==> config.mk <==
export PLATFORM = sky130hd
export DESIGN_NAME = mesh_node_ctrl
export DESIGN_NICKNAME = d
export VERILOG_FILES = /design/src/rtl/mesh_node_ctrl.sv
export SDC_FILE = /design/constraint.sdc
export NUM_CORES = 1
export LEC_CHECK = 0
export ABC_CLOCK_PERIOD_IN_PS = 32500
export CORE_AREA = 2 2 457 459
export CTS_CLUSTER_DIAMETER = 50
export CTS_CLUSTER_SIZE = 24
export DETAILED_ROUTE_END_ITERATION = 8
export DIE_AREA = 0 0 459 461
export DONT_BUFFER_PORTS = 1
export GPL_ROUTABILITY_DRIVEN = 0
export PLACE_DENSITY = 0.3
export SLEW_MARGIN = 20
export SYNTH_ARGS = -nofsm -noshare
export SYNTH_HDL_FRONTEND = slang
export SYNTH_SLANG_ARGS = --single-unit
==> constraint.sdc <==
create_clock -name clk -period 32.5 [get_ports clk]
set_clock_uncertainty 0.05 [all_clocks]
set_input_delay 9.75 -clock clk [delete_from_list [all_inputs] [get_ports clk]]
set_output_delay 9.75 -clock clk [all_outputs]
set_load 0.005 [all_outputs]
==> src/rtl/mesh_node_ctrl.sv <==
// X-by-Y mesh node controller: populated mask, staggered boot, gated flit paths, drain.
// Optional per-node flit counters are enabled by defining NODE_FLIT_COUNT_EN.
//
// state | meaning
// IDLE  | all cores held in reset, mask loadable, waiting for start
// BOOT  | walking nodes in index order, releasing populated ones every BOOT_GAP cycles
// RUN   | steady state, released nodes exchange flits with the noc
// DRAIN | noc marked unavailable, waiting for QUIET idle cycles before resetting cores
module mesh_node_ctrl #(
   parameter int X        = 3,
   parameter int Y        = 3,
   parameter int FLIT_W   = 32,
   parameter int BOOT_GAP = 4,
   parameter int QUIET    = 8,
   localparam int N       = X * Y
) (
   input  logic                clk,
   input  logic                rst,
   input  logic                cfg_mask_valid,
   input  logic [N-1:0]        cfg_mask,
   input  logic                start,
   input  logic                halt,
   input  logic [N*FLIT_W-1:0] core_flit_in,
   output logic [N*FLIT_W-1:0] core_flit_out,
   input  logic [N*FLIT_W-1:0] noc_flit_in,
   output logic [N*FLIT_W-1:0] to_core_flit,
   output logic [N-1:0]        core_rst_n,
   output logic [N-1:0]        core_avail,
   output logic [1:0]          state,
   output logic                busy
`ifdef NODE_FLIT_COUNT_EN
   ,
   output logic [N*16-1:0]     flit_count
`endif
);

   localparam int IDX_W = (N > 1) ? $clog2(N) : 1;
   localparam int GAP_W = $clog2(BOOT_GAP + 1);
   localparam int QW    = $clog2(QUIET + 1);

   typedef enum logic [1:0] {
      S_IDLE  = 2'd0,
      S_BOOT  = 2'd1,
      S_RUN   = 2'd2,
      S_DRAIN = 2'd3
   } state_t;

   state_t              state_q, state_d;
   logic [N-1:0]        mask_q, mask_d;
   logic [N-1:0]        rst_n_q, rst_n_d;
   logic [N-1:0]        avail_q, avail_d;
   logic [IDX_W-1:0]    idx_q, idx_d;
   logic [GAP_W-1:0]    gap_q, gap_d;
   logic [QW-1:0]       quiet_q, quiet_d;
   logic [N*FLIT_W-1:0] c2n_q, c2n_d;
   logic [N*FLIT_W-1:0] n2c_q, n2c_d;
   logic                noc_any;
   logic                idx_last;

   always_comb begin
      noc_any = 1'b0;
      for (int k = 0; k < N; k++) begin
         if (noc_flit_in[k*FLIT_W +: FLIT_W] != '0) noc_any = 1'b1;
      end
   end

   assign idx_last = (idx_q == IDX_W'(N - 1));

   always_comb begin
      state_d = state_q;
      mask_d  = mask_q;
      rst_n_d = rst_n_q;
      avail_d = avail_q;
      idx_d   = idx_q;
      gap_d   = gap_q;
      quiet_d = quiet_q;
      case (state_q)
         S_IDLE: begin
            if (cfg_mask_valid) mask_d = cfg_mask;
            if (start) begin
               state_d = S_BOOT;
               idx_d   = '0;
               gap_d   = '0;
            end
         end
         S_BOOT: begin
            // halt preempts any release due on the same edge
            if (halt) begin
               state_d = S_DRAIN;
               avail_d = '0;
               quiet_d = '0;
            end else if (!mask_q[idx_q]) begin
               idx_d = idx_q + 1'b1;
               if (idx_last) state_d = S_RUN;
            end else if (gap_q == GAP_W'(BOOT_GAP - 1)) begin
               rst_n_d[idx_q] = 1'b1;
               avail_d[idx_q] = 1'b1;
               gap_d          = '0;
               idx_d          = idx_q + 1'b1;
               if (idx_last) state_d = S_RUN;
            end else begin
               gap_d = gap_q + 1'b1;
            end
         end
         S_RUN: begin
            if (halt) begin
               state_d = S_DRAIN;
               avail_d = '0;
               quiet_d = '0;
            end
         end
         S_DRAIN: begin
            if (noc_any) begin
               quiet_d = '0;
            end else if (quiet_q == QW'(QUIET - 1)) begin
               quiet_d = '0;
               rst_n_d = '0;
               state_d = S_IDLE;
            end else begin
               quiet_d = quiet_q + 1'b1;
            end
         end
         default: state_d = S_IDLE;
      endcase
   end

   // gating uses the registered reset/state, so each path is exactly one stage
   always_comb begin
      c2n_d = '0;
      n2c_d = '0;
      for (int k = 0; k < N; k++) begin
         if (rst_n_q[k] && state_q != S_DRAIN)
            c2n_d[k*FLIT_W +: FLIT_W] = core_flit_in[k*FLIT_W +: FLIT_W];
         if (rst_n_q[k])
            n2c_d[k*FLIT_W +: FLIT_W] = noc_flit_in[k*FLIT_W +: FLIT_W];
      end
   end

   always_ff @(posedge clk or posedge rst) begin
      if (rst) begin
         state_q <= S_IDLE;
         mask_q  <= '1;
         rst_n_q <= '0;
         avail_q <= '0;
         idx_q   <= '0;
         gap_q   <= '0;
         quiet_q <= '0;
         c2n_q   <= '0;
         n2c_q   <= '0;
      end else begin
         state_q <= state_d;
         mask_q  <= mask_d;
         rst_n_q <= rst_n_d;
         avail_q <= avail_d;
         idx_q   <= idx_d;
         gap_q   <= gap_d;
         quiet_q <= quiet_d;
         c2n_q   <= c2n_d;
         n2c_q   <= n2c_d;
      end
   end

   assign core_flit_out = c2n_q;
   assign to_core_flit  = n2c_q;
   assign core_rst_n    = rst_n_q;
   assign core_avail    = avail_q;
   assign state         = state_q;
   assign busy          = (state_q != S_IDLE);

`ifdef NODE_FLIT_COUNT_EN
   logic [N*16-1:0] cnt_q, cnt_d;

   always_comb begin
      cnt_d = cnt_q;
      for (int k = 0; k < N; k++) begin
         if (state_q == S_IDLE && start)
            cnt_d[k*16 +: 16] = '0;
         else if (c2n_d[k*FLIT_W +: FLIT_W] != '0 && cnt_q[k*16 +: 16] != 16'hFFFF)
            cnt_d[k*16 +: 16] = cnt_q[k*16 +: 16] + 16'd1;
      end
   end

   always_ff @(posedge clk or posedge rst) begin
      if (rst) cnt_q <= '0;
      else     cnt_q <= cnt_d;
   end

   assign flit_count = cnt_q;
`endif

endmodule

==> flow_metrics.env, run 1 <==
export IMPL_wl_per_cell_um=32.5
export IMPL_finalWorstPathRequiredPeriod_ns=12.61
export IMPL_port_buffers=0
export IMPL_max_freq_mhz=79.3
export IMPL_antenna_left=0
export IMPL_clock_sinks=616
export IMPL_clkTransAtPathRegs_ns=0.06
export IMPL_ir_drop_v=0.0000458
export IMPL_die_w_um=459
export IMPL_setup_slack_ns=19.89
export IMPL_rsz0062_at_grt="no"
export IMPL_synthCells=1505
export IMPL_tightestPinTransition_ns=1.22
export IMPL_antenna_found_initial=88
export IMPL_pre_cts_ws_ns=19.05
export IMPL_drc=0
export IMPL_synth_area_leaders="dfrtp_1 (73%), and2_1 (17%), nor4_1 (2.4%)"
export IMPL_synth_fp_nets=2105
export IMPL_ioPinCount=1187
export IMPL_cts_buffers=101
export IMPL_combPwrFrac=0.010
export IMPL_ys_warnings_count=0
export IMPL_min_path_type="register to register"
export IMPL_finalWirelength_mm=144
export IMPL_max_stage_delay_ns=0.83
export IMPL_htree_levels=3
export IMPL_cts_root_buffer="clkbuf_16"
export IMPL_grt_pass1_wl_mm=175
export IMPL_slowest_stage="nor4_1"
export IMPL_critPathKind="input port to register"
export IMPL_clock_latency_ns=0.73
export IMPL_slew_headroom=0.178
export IMPL_route_vias_total=13300
export IMPL_status="finished clean"
export IMPL_postCtsHoldBufs=0
export IMPL_tns_ns=0
export IMPL_synth_top_area_share=0.726
export IMPL_dpl_cell_area_mm2=0.0244
export IMPL_drive_above_1_share=0.161
export IMPL_slew_violations=0
export IMPL_crit_chain="nor4_1 > buf_4 > nand4_1 > nor4_1 > buf_4 > nand3_1 > o31ai_1 > a41oi_1 > o2bb2a_1"
export IMPL_p_clk_frac=0.590
export IMPL_yosys_register_bits=616
export IMPL_setup_viol=0
export IMPL_switchingPower_uw=499
export IMPL_finalHoldViolations=0
export IMPL_row_count=167
export IMPL_cts_resized=0
export IMPL_seqPwrFrac=0.400
export IMPL_p_int_uw=1420
export IMPL_p_leak_uw=0.0126
export IMPL_netlist_area_mm2=0.0209
export IMPL_grt_pass1_vias=14000
export IMPL_powerDensity_mw_per_mm2=68.2
export IMPL_avgSynthCellArea_um2=13.9
export IMPL_cts_max_path_buffers=3
export IMPL_startpoint_type="input port"
export IMPL_synth_cell_types=52
export IMPL_cp_max_fo=5
export IMPL_grt_ovfl_total=0
export IMPL_final_util=0.136
export IMPL_postLayoutCellArea_mm2=0.0281
export IMPL_drt_first_pass_iters=5
export IMPL_worstPathRequired_ns=33.07
export IMPL_maxCapViolations=0
export IMPL_fp_coreArea_mm2=0.206
export IMPL_nets=2180
export IMPL_cts_tree="built"
export IMPL_track_usage=0.131
export IMPL_grt_max_degree=175
export IMPL_dp_hpwl_mm=121
export IMPL_die_h_um=461
export IMPL_endpoint_kind="register"
export IMPL_syn_to_final_growth_pct=34.4
export IMPL_yosys_area_top_type="dfrtp_1"
export IMPL_arrival_ns=13.17
export IMPL_initial_core_util=0.101
export IMPL_cts_setup_buffers=0
export IMPL_post_route_period_util=0.388
export IMPL_drt_iter0_drc=904
export IMPL_via_per_inst=2.99
export IMPL_ys_seq_area_frac=0.737
export IMPL_dieArea_mm2=0.212
export IMPL_swShare=0.260
flip-flops by register name, summed over array words and instances, names as in the netlist:
signal	flops
core_flit_out	288
gap_q	3
state	2
idx_q	4
core_avail	9
to_core_flit	288
mask_q	9
quiet_q	4
core_rst_n	9
through the flow:
stage                     cells  hold slack, ns  total power, uW
final                      4425           0.451             1920
after global routing       4392           0.474             1990
after CTS                  4372           0.444             1960
after detailed placement   4180           0.426              802
after global placement     4180           0.425              802
after floorplan            1505           0.390              795
path summary, 6_finish.rpt:
path / startpoint / endpoint / slack (ns) / cells after the start
worst max-delay path: noc_flit_in[248] / state[0]$_DFFE_PP0P_ / 19.89 / 9
worst min-delay path: quiet_q[3]$_DFFE_PP0P_ / quiet_q[3]$_DFFE_PP0P_ / 0.45 / 1
worst max register to register: state[0]$_DFFE_PP0P_ / core_rst_n[1]$_DFFE_PP0P_ / 29.77 / 6
worst min register to register: quiet_q[3]$_DFFE_PP0P_ / quiet_q[3]$_DFFE_PP0P_ / 0.45 / 1
max in group asynchronous: rst / to_core_flit[195]$_DFF_PP0_ / 20.36 / 5
min in group asynchronous: rst / to_core_flit[83]$_DFF_PP0_ / 8.95 / 1
cell usage in the layout, fill, tap and decap left out, drive strengths merged, types with 2 or more instances in the layout:
cell,n
dfrtp,607
o41ai,2
ha,10
inv,51
nand2,11
nand4,18
o21a,2
nand2b,2
a22o,4
dfstp,9
or2,2
buf,32
clkinvlp,13
nand3,5
clkbuf,107
a21oi,20
nor2,14
nor3,2
mux2i,5
mux2,10
a31oi,2
o22ai,2
o2bb2ai,6
nor2b,10
clkinv,32
and2,576
diode,52
bufinv,5
o21ai,9
o31ai,3
nor4,80
power groups by stage:
| stage | clock network (uW) | registers (uW) | logic [uW] |
|---|---|---|---|
| 2_1_floorplan | 0 | 782 | 13.0 |
| 3_3_place_gp | 0 | 781 | 21.4 |
| 3_5_place_dp | 0 | 781 | 21.2 |
| 4_1_cts | 1170 | 767 | 21.2 |
| 5_1_grt | 1200 | 767 | 23.6 |
| 6_report | 1130 | 767 | 19.8 |
critical path: cells and delay by family:
family                 cells  cell delay (ns)
AO/OA/AOI/OAI              3             0.95
AND/OR/NAND/NOR            4             1.93
buffers and inverters      2             0.53
kinds of logic after synthesis:
logic type | after synthesis | share of synthesized area
muxes | 15 | 0.00777
AOI/OAI and AO/OA | 63 | 0.0209
buffers and inverters | 76 | 0.0140
and+or+nand+nor | 725 | 0.214
DFF | 616 | 0.737
adders and majority gates | 10 | 0.00598
routing by layer:
layer  wire (um)  global-route usage  vias up
met1       50400               0.137     6753
met4        5300              0.0482       48
met5         321                   0        -
met2       67800               0.214     1031
met3       20000              0.0795      281
li1            -                   -     5137
synth_stat cells, drive strengths merged:
cell     number
a21boi        1
a21o          1
a21oi        20
a22o          4
a311oi        1
a31oi         2
a32o          1
a41oi         1
and2        576
and3          1
buf           3
clkbuf       57
dfrtp       607
dfstp         9
ha           10
inv          16
mux2         10
mux2i         5
nand2        11
nand2b        2
nand3         5
nand3b        1
nand4        18
nor2         14
nor2b        10
nor3          2
nor4         80
nor4b         1
o2111ai       1
o21a          2
o21ai         9
o21ba         1
o21bai        1
o221ai        1
o22a          1
o22ai         2
o2bb2a        1
o2bb2ai       6
o31ai         3
o32a          1
o32ai         1
o41ai         2
or2           2
or3           1
or4           1
layout make-up:
class                      count  area [um2]
antenna                       52         130
clock buffer                 107        2590
clock inverter                85        1000
fill                       23100      178000
inverter                      16        67.6
multi-input combinational    813        5250
sequential                   616       15400
tap                         2704        3380
timing repair buffer          32         273
Power figures use the tool's default switching activity.
==> run 2: changes to the inputs <==
==> config.mk (replaced) <==
export PLATFORM = sky130hd
export DESIGN_NAME = mesh_node_ctrl
export DESIGN_NICKNAME = d
export VERILOG_FILES = /design/src/rtl/mesh_node_ctrl.sv
export SDC_FILE = /design/constraint.sdc
export NUM_CORES = 1
export LEC_CHECK = 0
export ABC_CLOCK_PERIOD_IN_PS = 10300
export CORE_AREA = 2 2 459 461
export CTS_CLUSTER_DIAMETER = 50
export CTS_CLUSTER_SIZE = 24
export DETAILED_ROUTE_END_ITERATION = 8
export DIE_AREA = 0 0 461 463
export DONT_BUFFER_PORTS = 1
export GPL_ROUTABILITY_DRIVEN = 0
export PLACE_DENSITY = 0.31
export SLEW_MARGIN = 20
export SYNTH_ARGS = -nofsm -noshare
export SYNTH_HDL_FRONTEND = slang
export SYNTH_SLANG_ARGS = --single-unit
==> constraint.sdc (replaced) <==
create_clock -name clk -period 10.3 [get_ports clk]
set_clock_uncertainty 0.05 [all_clocks]
set_input_delay 3.09 -clock clk [delete_from_list [all_inputs] [get_ports clk]]
set_output_delay 3.09 -clock clk [all_outputs]
set_load 0.005 [all_outputs]
==> flow_metrics.env, run 2 (synthesis gave the netlist of run 1 again) <==
export IMPL_status="finished clean"
export IMPL_wl_met2_mm=69.1
export IMPL_r2r_cells=7
export IMPL_startpoint_type="input port"
export IMPL_drt_first_pass_iters=5
export IMPL_ioPinCount=1187
export IMPL_cts_buffers=106
export IMPL_initial_core_util=0.100
export IMPL_regToRegStartpoint="idx_q[1]$_DFFE_PP0P_"
export IMPL_cts_root_buffer="clkbuf_16"
export IMPL_finalNonFillerCells=4545
export IMPL_p_total_uw=6210
export IMPL_row_count=168
export IMPL_via_per_inst=2.97
export IMPL_cts_max_path_buffers=3
export IMPL_critPathKind="input port to register"
export IMPL_port_buffers=0
export IMPL_cts_tree="built"
export IMPL_cts_setup_buffers=0
export IMPL_dieArea_mm2=0.213
export IMPL_dp_hpwl_mm=123
export IMPL_clkTransAtPathRegs_ns=0.05
export IMPL_wl_met3_mm=20.2
export IMPL_arrival_ns=6.63
export IMPL_pre_cts_ws_ns=3.34
export IMPL_slew_violations=0
export IMPL_antenna_left=0
export IMPL_cp_max_fo=5
export IMPL_die_w_um=461
export IMPL_clock_latency_ns=0.73
export IMPL_final_util=0.137
export IMPL_ir_drop_v=0.000114
export IMPL_tightestPinTransition_ns=1.11
export IMPL_whs_ns=0.437
export IMPL_grt_ovfl_total=0
export IMPL_hold_path_startpoint="quiet_q[3]$_DFFE_PP0P_"
export IMPL_die_h_um=463
export IMPL_min_path_type="register to register"
export IMPL_reg2reg_to="core_avail[5]$_DFFE_PP0P_"
export IMPL_wl_per_cell_um=32.3
export IMPL_max_freq_mhz=164
export IMPL_route_vias_total=13500
export IMPL_antenna_found_initial=117
export IMPL_setup_viol=0
export IMPL_track_usage=0.133
export IMPL_drt_iter0_drc=698
export IMPL_top_layer="met5"
export IMPL_ff_latch_area_mm2=0.0154
export IMPL_syn_to_final_growth_pct=36.2
export IMPL_hold_path_end="quiet_q[3]$_DFFE_PP0P_"
export IMPL_postCtsHoldBufs=0
export IMPL_endpoint_kind="register"
export IMPL_post_route_period_util=0.592
export IMPL_worstPathRequired_ns=10.83
export IMPL_final_common_cell="dfrtp_1"
export IMPL_layout_common_cells="dfrtp_1 (599), and2_1 (576), clkbuf_16 (108), nor4_1 (77), buf_4 (29)"
export IMPL_htree_levels=3
export IMPL_powerDensity_mw_per_mm2=218
export IMPL_dp_cells=4282
export IMPL_maxCapViolations=0
export IMPL_drive_above_1_share=0.166
export IMPL_p_leak_uw=0.0127
export IMPL_rsz0062_at_grt="no"
export IMPL_setup_slack_ns=4.20
export IMPL_clock_sinks=616
export IMPL_finalWirelength_mm=147
export IMPL_fp_coreArea_mm2=0.209
export IMPL_finalHoldViolations=0
export IMPL_grt_max_degree=129
export IMPL_drc=0
export IMPL_nets=2185
export IMPL_grt_pass1_wl_mm=180
export IMPL_grt_pass1_vias=14400
export IMPL_cts_resized=0
export IMPL_rrSetupSlack_ns=7.36
export IMPL_multiInputGateArea_mm2=0.00526
export IMPL_routedLengthMet1_mm=52.4
export IMPL_finalWorstPathRequiredPeriod_ns=6.10
export IMPL_slew_headroom=0.255
export IMPL_min_path_cells=1
export IMPL_nFillCells=23400
[run 2: final cells by class]
| type | count | area share |
|---|---|---|
| flip-flops and latches | 616 | 0.542 |
| multi-input cells | 813 | 0.185 |
| well taps | 2805 | 0.123 |
| clock buffers | 113 | 0.0965 |
| clock inverters | 87 | 0.0367 |
| repair buffers | 32 | 0.00974 |
| diodes | 63 | 0.00553 |
| inverters | 16 | 0.00224 |
[run 2: power breakdown]
| group | total (uW) | switching (uW) | internal (uW) |
|---|---|---|---|
| Clock | 3720 | 1610 | 2120 |
| Sequential | 2420 | 0 | 2420 |
| Combinational | 63.5 | 54.3 | 9.18 |
| Total | 6210 | 1660 | 4550 |
[run 2: how the worst max path moves through the flow]
stage                     slack (ns)                        end              from
after detailed placement        3.34       state[0]$_DFFE_PP0P_  noc_flit_in[265]
after CTS                       4.13       state[0]$_DFFE_PP0P_  noc_flit_in[265]
final                           4.20       state[0]$_DFFE_PP0P_  noc_flit_in[265]
after floorplan                -1.24  core_avail[0]$_DFFE_PP0P_               rst
after global placement          2.85       state[0]$_DFFE_PP0P_  noc_flit_in[265]
after global routing            4.10       state[0]$_DFFE_PP0P_  noc_flit_in[265]
[run 2: critical path: stages]
cell and delay [ns]:
nor4_2 0.70, buf_4 0.27, nand4_1 0.22, nor4_1 0.88
nand3_1 0.44, o31ai_1 0.51, a41oi_1 0.18, o2bb2a_1 0.33
[run 2: layer usage]
layer	track usage	vias to the layer above
met3	0.0760	262
met1	0.142	6886
met2	0.219	1156
met5	0	-
met4	0.0466	40
li1	-	5172
[run 2: metrics by stage]
step                cell area [um2]  TNS, ns
floorplan                     20900  -752.49
global placement              24500        0
detailed placement            24500        0
CTS                           28300        0
global route                  28400        0
finish                        28500        0
==> run 3: changes to the inputs <==
==> config.mk (replaced) <==
export PLATFORM = sky130hd
export DESIGN_NAME = mesh_node_ctrl
export DESIGN_NICKNAME = d
export VERILOG_FILES = /design/src/rtl/mesh_node_ctrl.sv
export SDC_FILE = /design/constraint.sdc
export NUM_CORES = 1
export LEC_CHECK = 0
export ABC_CLOCK_PERIOD_IN_PS = 5640
export CORE_AREA = 2 2 457 459
export CTS_CLUSTER_DIAMETER = 50
export CTS_CLUSTER_SIZE = 24
export DETAILED_ROUTE_END_ITERATION = 8
export DIE_AREA = 0 0 459 461
export DONT_BUFFER_PORTS = 1
export GPL_ROUTABILITY_DRIVEN = 0
export PLACE_DENSITY = 0.3
export SLEW_MARGIN = 20
export SYNTH_ARGS = -nofsm -noshare
export SYNTH_HDL_FRONTEND = slang
export SYNTH_SLANG_ARGS = --single-unit
==> constraint.sdc (replaced) <==
create_clock -name clk -period 5.64 [get_ports clk]
set_clock_uncertainty 0.05 [all_clocks]
set_input_delay 1.692 -clock clk [delete_from_list [all_inputs] [get_ports clk]]
set_output_delay 1.692 -clock clk [all_outputs]
set_load 0.005 [all_outputs]
==> flow_metrics.env, run 3 (synthesis gave the netlist of run 1 again) <==
export IMPL_ioPinCount=1187
export IMPL_wl_per_cell_um=32.8
export IMPL_layout_common_cells="dfrtp_1 (600), and2_1 (576), clkbuf_16 (97), nor4_1 (76), buf_4 (36)"
export IMPL_postCtsHoldBufs=0
export IMPL_crit_chain="nor4_1 > nand4_1 > nor4_1 > buf_4 > nand3_1 > o31ai_1 > a41oi_1 > o2bb2a_1"
export IMPL_via_per_inst=2.99
export IMPL_critPathKind="input port to register"
export IMPL_arrival_ns=4.74
export IMPL_path_delay_family="simple AND/OR/NAND/NOR gates"
export IMPL_finalHoldViolations=0
export IMPL_endpoint_kind="register"
export IMPL_initial_core_util=0.101
export IMPL_finalWirelength_mm=145
export IMPL_hold_path_startpoint="quiet_q[3]$_DFFE_PP0P_"
export IMPL_cp_max_fo=5
export IMPL_slew_violations=0
export IMPL_nets=2188
export IMPL_cts_buffers=97
export IMPL_clock_sinks=616
export IMPL_cts_setup_buffers=0
export IMPL_regToRegStartpoint="idx_q[1]$_DFFE_PP0P_"
export IMPL_dp_hpwl_mm=123
export IMPL_grt_ovfl_total=0
export IMPL_antenna_found_initial=93
export IMPL_startpoint_type="input port"
export IMPL_cts_max_path_buffers=3
export IMPL_slew_headroom=0.309
export IMPL_drt_first_pass_iters=4
export IMPL_path_buf_inv=1
export IMPL_switchingPower_uw=2770
export IMPL_cts_root_buffer="clkbuf_16"
export IMPL_grt_pass1_wl_mm=176
export IMPL_worstPathRequired_ns=6.20
export IMPL_maxCapViolations=0
export IMPL_tns_ns=0
export IMPL_row_count=167
export IMPL_htree_levels=3
export IMPL_swShare=0.259
export IMPL_dieArea_mm2=0.212
export IMPL_die_h_um=461
export IMPL_cts_resized=0
export IMPL_status="finished clean"
export IMPL_max_freq_mhz=239
export IMPL_p_clk_frac=0.575
export IMPL_cpMostUsedCell="nor4_1"
export IMPL_finalWorstPathRequiredPeriod_ns=4.18
export IMPL_seqPwrFrac=0.413
export IMPL_drive_above_1_share=0.162
export IMPL_rsz0062_at_grt="no"
export IMPL_grt_pass1_vias=14100
export IMPL_port_buffers=0
export IMPL_whs_ns=0.430
export IMPL_die_w_um=459
export IMPL_final_common_cell="dfrtp_1"
export IMPL_post_route_period_util=0.741
export IMPL_drt_iter0_drc=674
export IMPL_pre_cts_ws_ns=0.382
export IMPL_setup_viol=0
export IMPL_p_leak_uw=0.0126
export IMPL_route_vias_total=13200
export IMPL_slowest_stage="nor4_1"
export IMPL_grt_max_degree=112
export IMPL_max_stage_delay_ns=0.77
export IMPL_fp_coreArea_mm2=0.206
export IMPL_syn_to_final_growth_pct=33.9
export IMPL_combPwrFrac=0.012
export IMPL_min_path_type="register to register"
export IMPL_track_usage=0.132
export IMPL_drc=0
export IMPL_antenna_left=0
export IMPL_clkTransAtPathRegs_ns=0.06
export IMPL_startpoint="noc_flit_in[220]"
export IMPL_setup_slack_ns=1.46
export IMPL_cts_tree="built"
export IMPL_tightestPinTransition_ns=1.03
export IMPL_clock_latency_ns=0.73
export IMPL_p_int_uw=7930
export IMPL_ir_drop_v=0.000202
export IMPL_powerDensity_mw_per_mm2=382
export IMPL_nFillCells=23200
[run 3: cell types whose count changed in the layout (fill, tap and decap cells not counted), sizes merged]
cell,change
diode,-24
inv,-16
buf,+12
clkbuf,-5
clkinvlp,+4
clkinv,-1
[run 3: routing by layer]
| layer | vias up | track usage | part of all wire |
|---|---|---|---|
| met1 | 6756 | 0.139 | 0.35 |
| li1 | 5135 | - | - |
| met3 | 262 | 0.0717 | 0.13 |
| met4 | 40 | 0.0479 | 0.032 |
| met2 | 986 | 0.222 | 0.49 |
| met5 | - | 0 | 0.0018 |
[run 3: power groups by stage]
| stage | sequential (uW) | combinational [uW] | clock [uW] |
|---|---|---|---|
| 2_1_floorplan | 4510 | 75.3 | 0 |
| 3_3_place_gp | 4500 | 138 | 0 |
| 3_5_place_dp | 4500 | 136 | 0 |
| 4_1_cts | 4420 | 136 | 6400 |
| 5_1_grt | 4420 | 147 | 6580 |
| 6_report | 4420 | 125 | 6160 |
[run 3: area by class of cell]
class | count | area, um2 | area share
Antenna cell | 39 | 97.6 | 0.00348
Clock buffer | 108 | 2530 | 0.0903
Clock inverter | 74 | 816 | 0.0291
Inverter | 16 | 63.8 | 0.00228
Multi-Input combinational cell | 813 | 5260 | 0.188
Sequential cell | 616 | 15400 | 0.551
Tap cell | 2704 | 3380 | 0.121
Timing Repair Buffer | 44 | 430 | 0.0154
[run 3: final timing paths]
| kind | endpoint | slack [ns] | cells past startpoint |
|---|---|---|---|
| setup / recovery | state[0]$_DFFE_PP0P_ | 1.46 | 8 |
| hold / removal | quiet_q[3]$_DFFE_PP0P_ | 0.43 | 1 |
| setup reg to reg | core_avail[5]$_DFFE_PP0P_ | 2.70 | 7 |
| hold reg to reg | quiet_q[3]$_DFFE_PP0P_ | 0.43 | 1 |
| max in group asynchronous | core_flit_out[266]$_DFF_PP0_ | 3.51 | 3 |
| min in group asynchronous | core_flit_out[168]$_DFF_PP0_ | 0.84 | 1 |
[run 3: through the flow]
| step | power (uW) | cells | util | instance area, um2 |
|---|---|---|---|---|
| final | 10700 | 4414 | 0.136 | 28000 |
| after global routing | 11100 | 4389 | 0.135 | 28000 |
| after CTS | 11000 | 4375 | 0.135 | 27900 |
| after detailed placement | 4640 | 4193 | 0.119 | 24600 |
| after global placement | 4640 | 4192 | 0.119 | 24500 |
| after floorplan | 4580 | 1505 | - | 20900 |
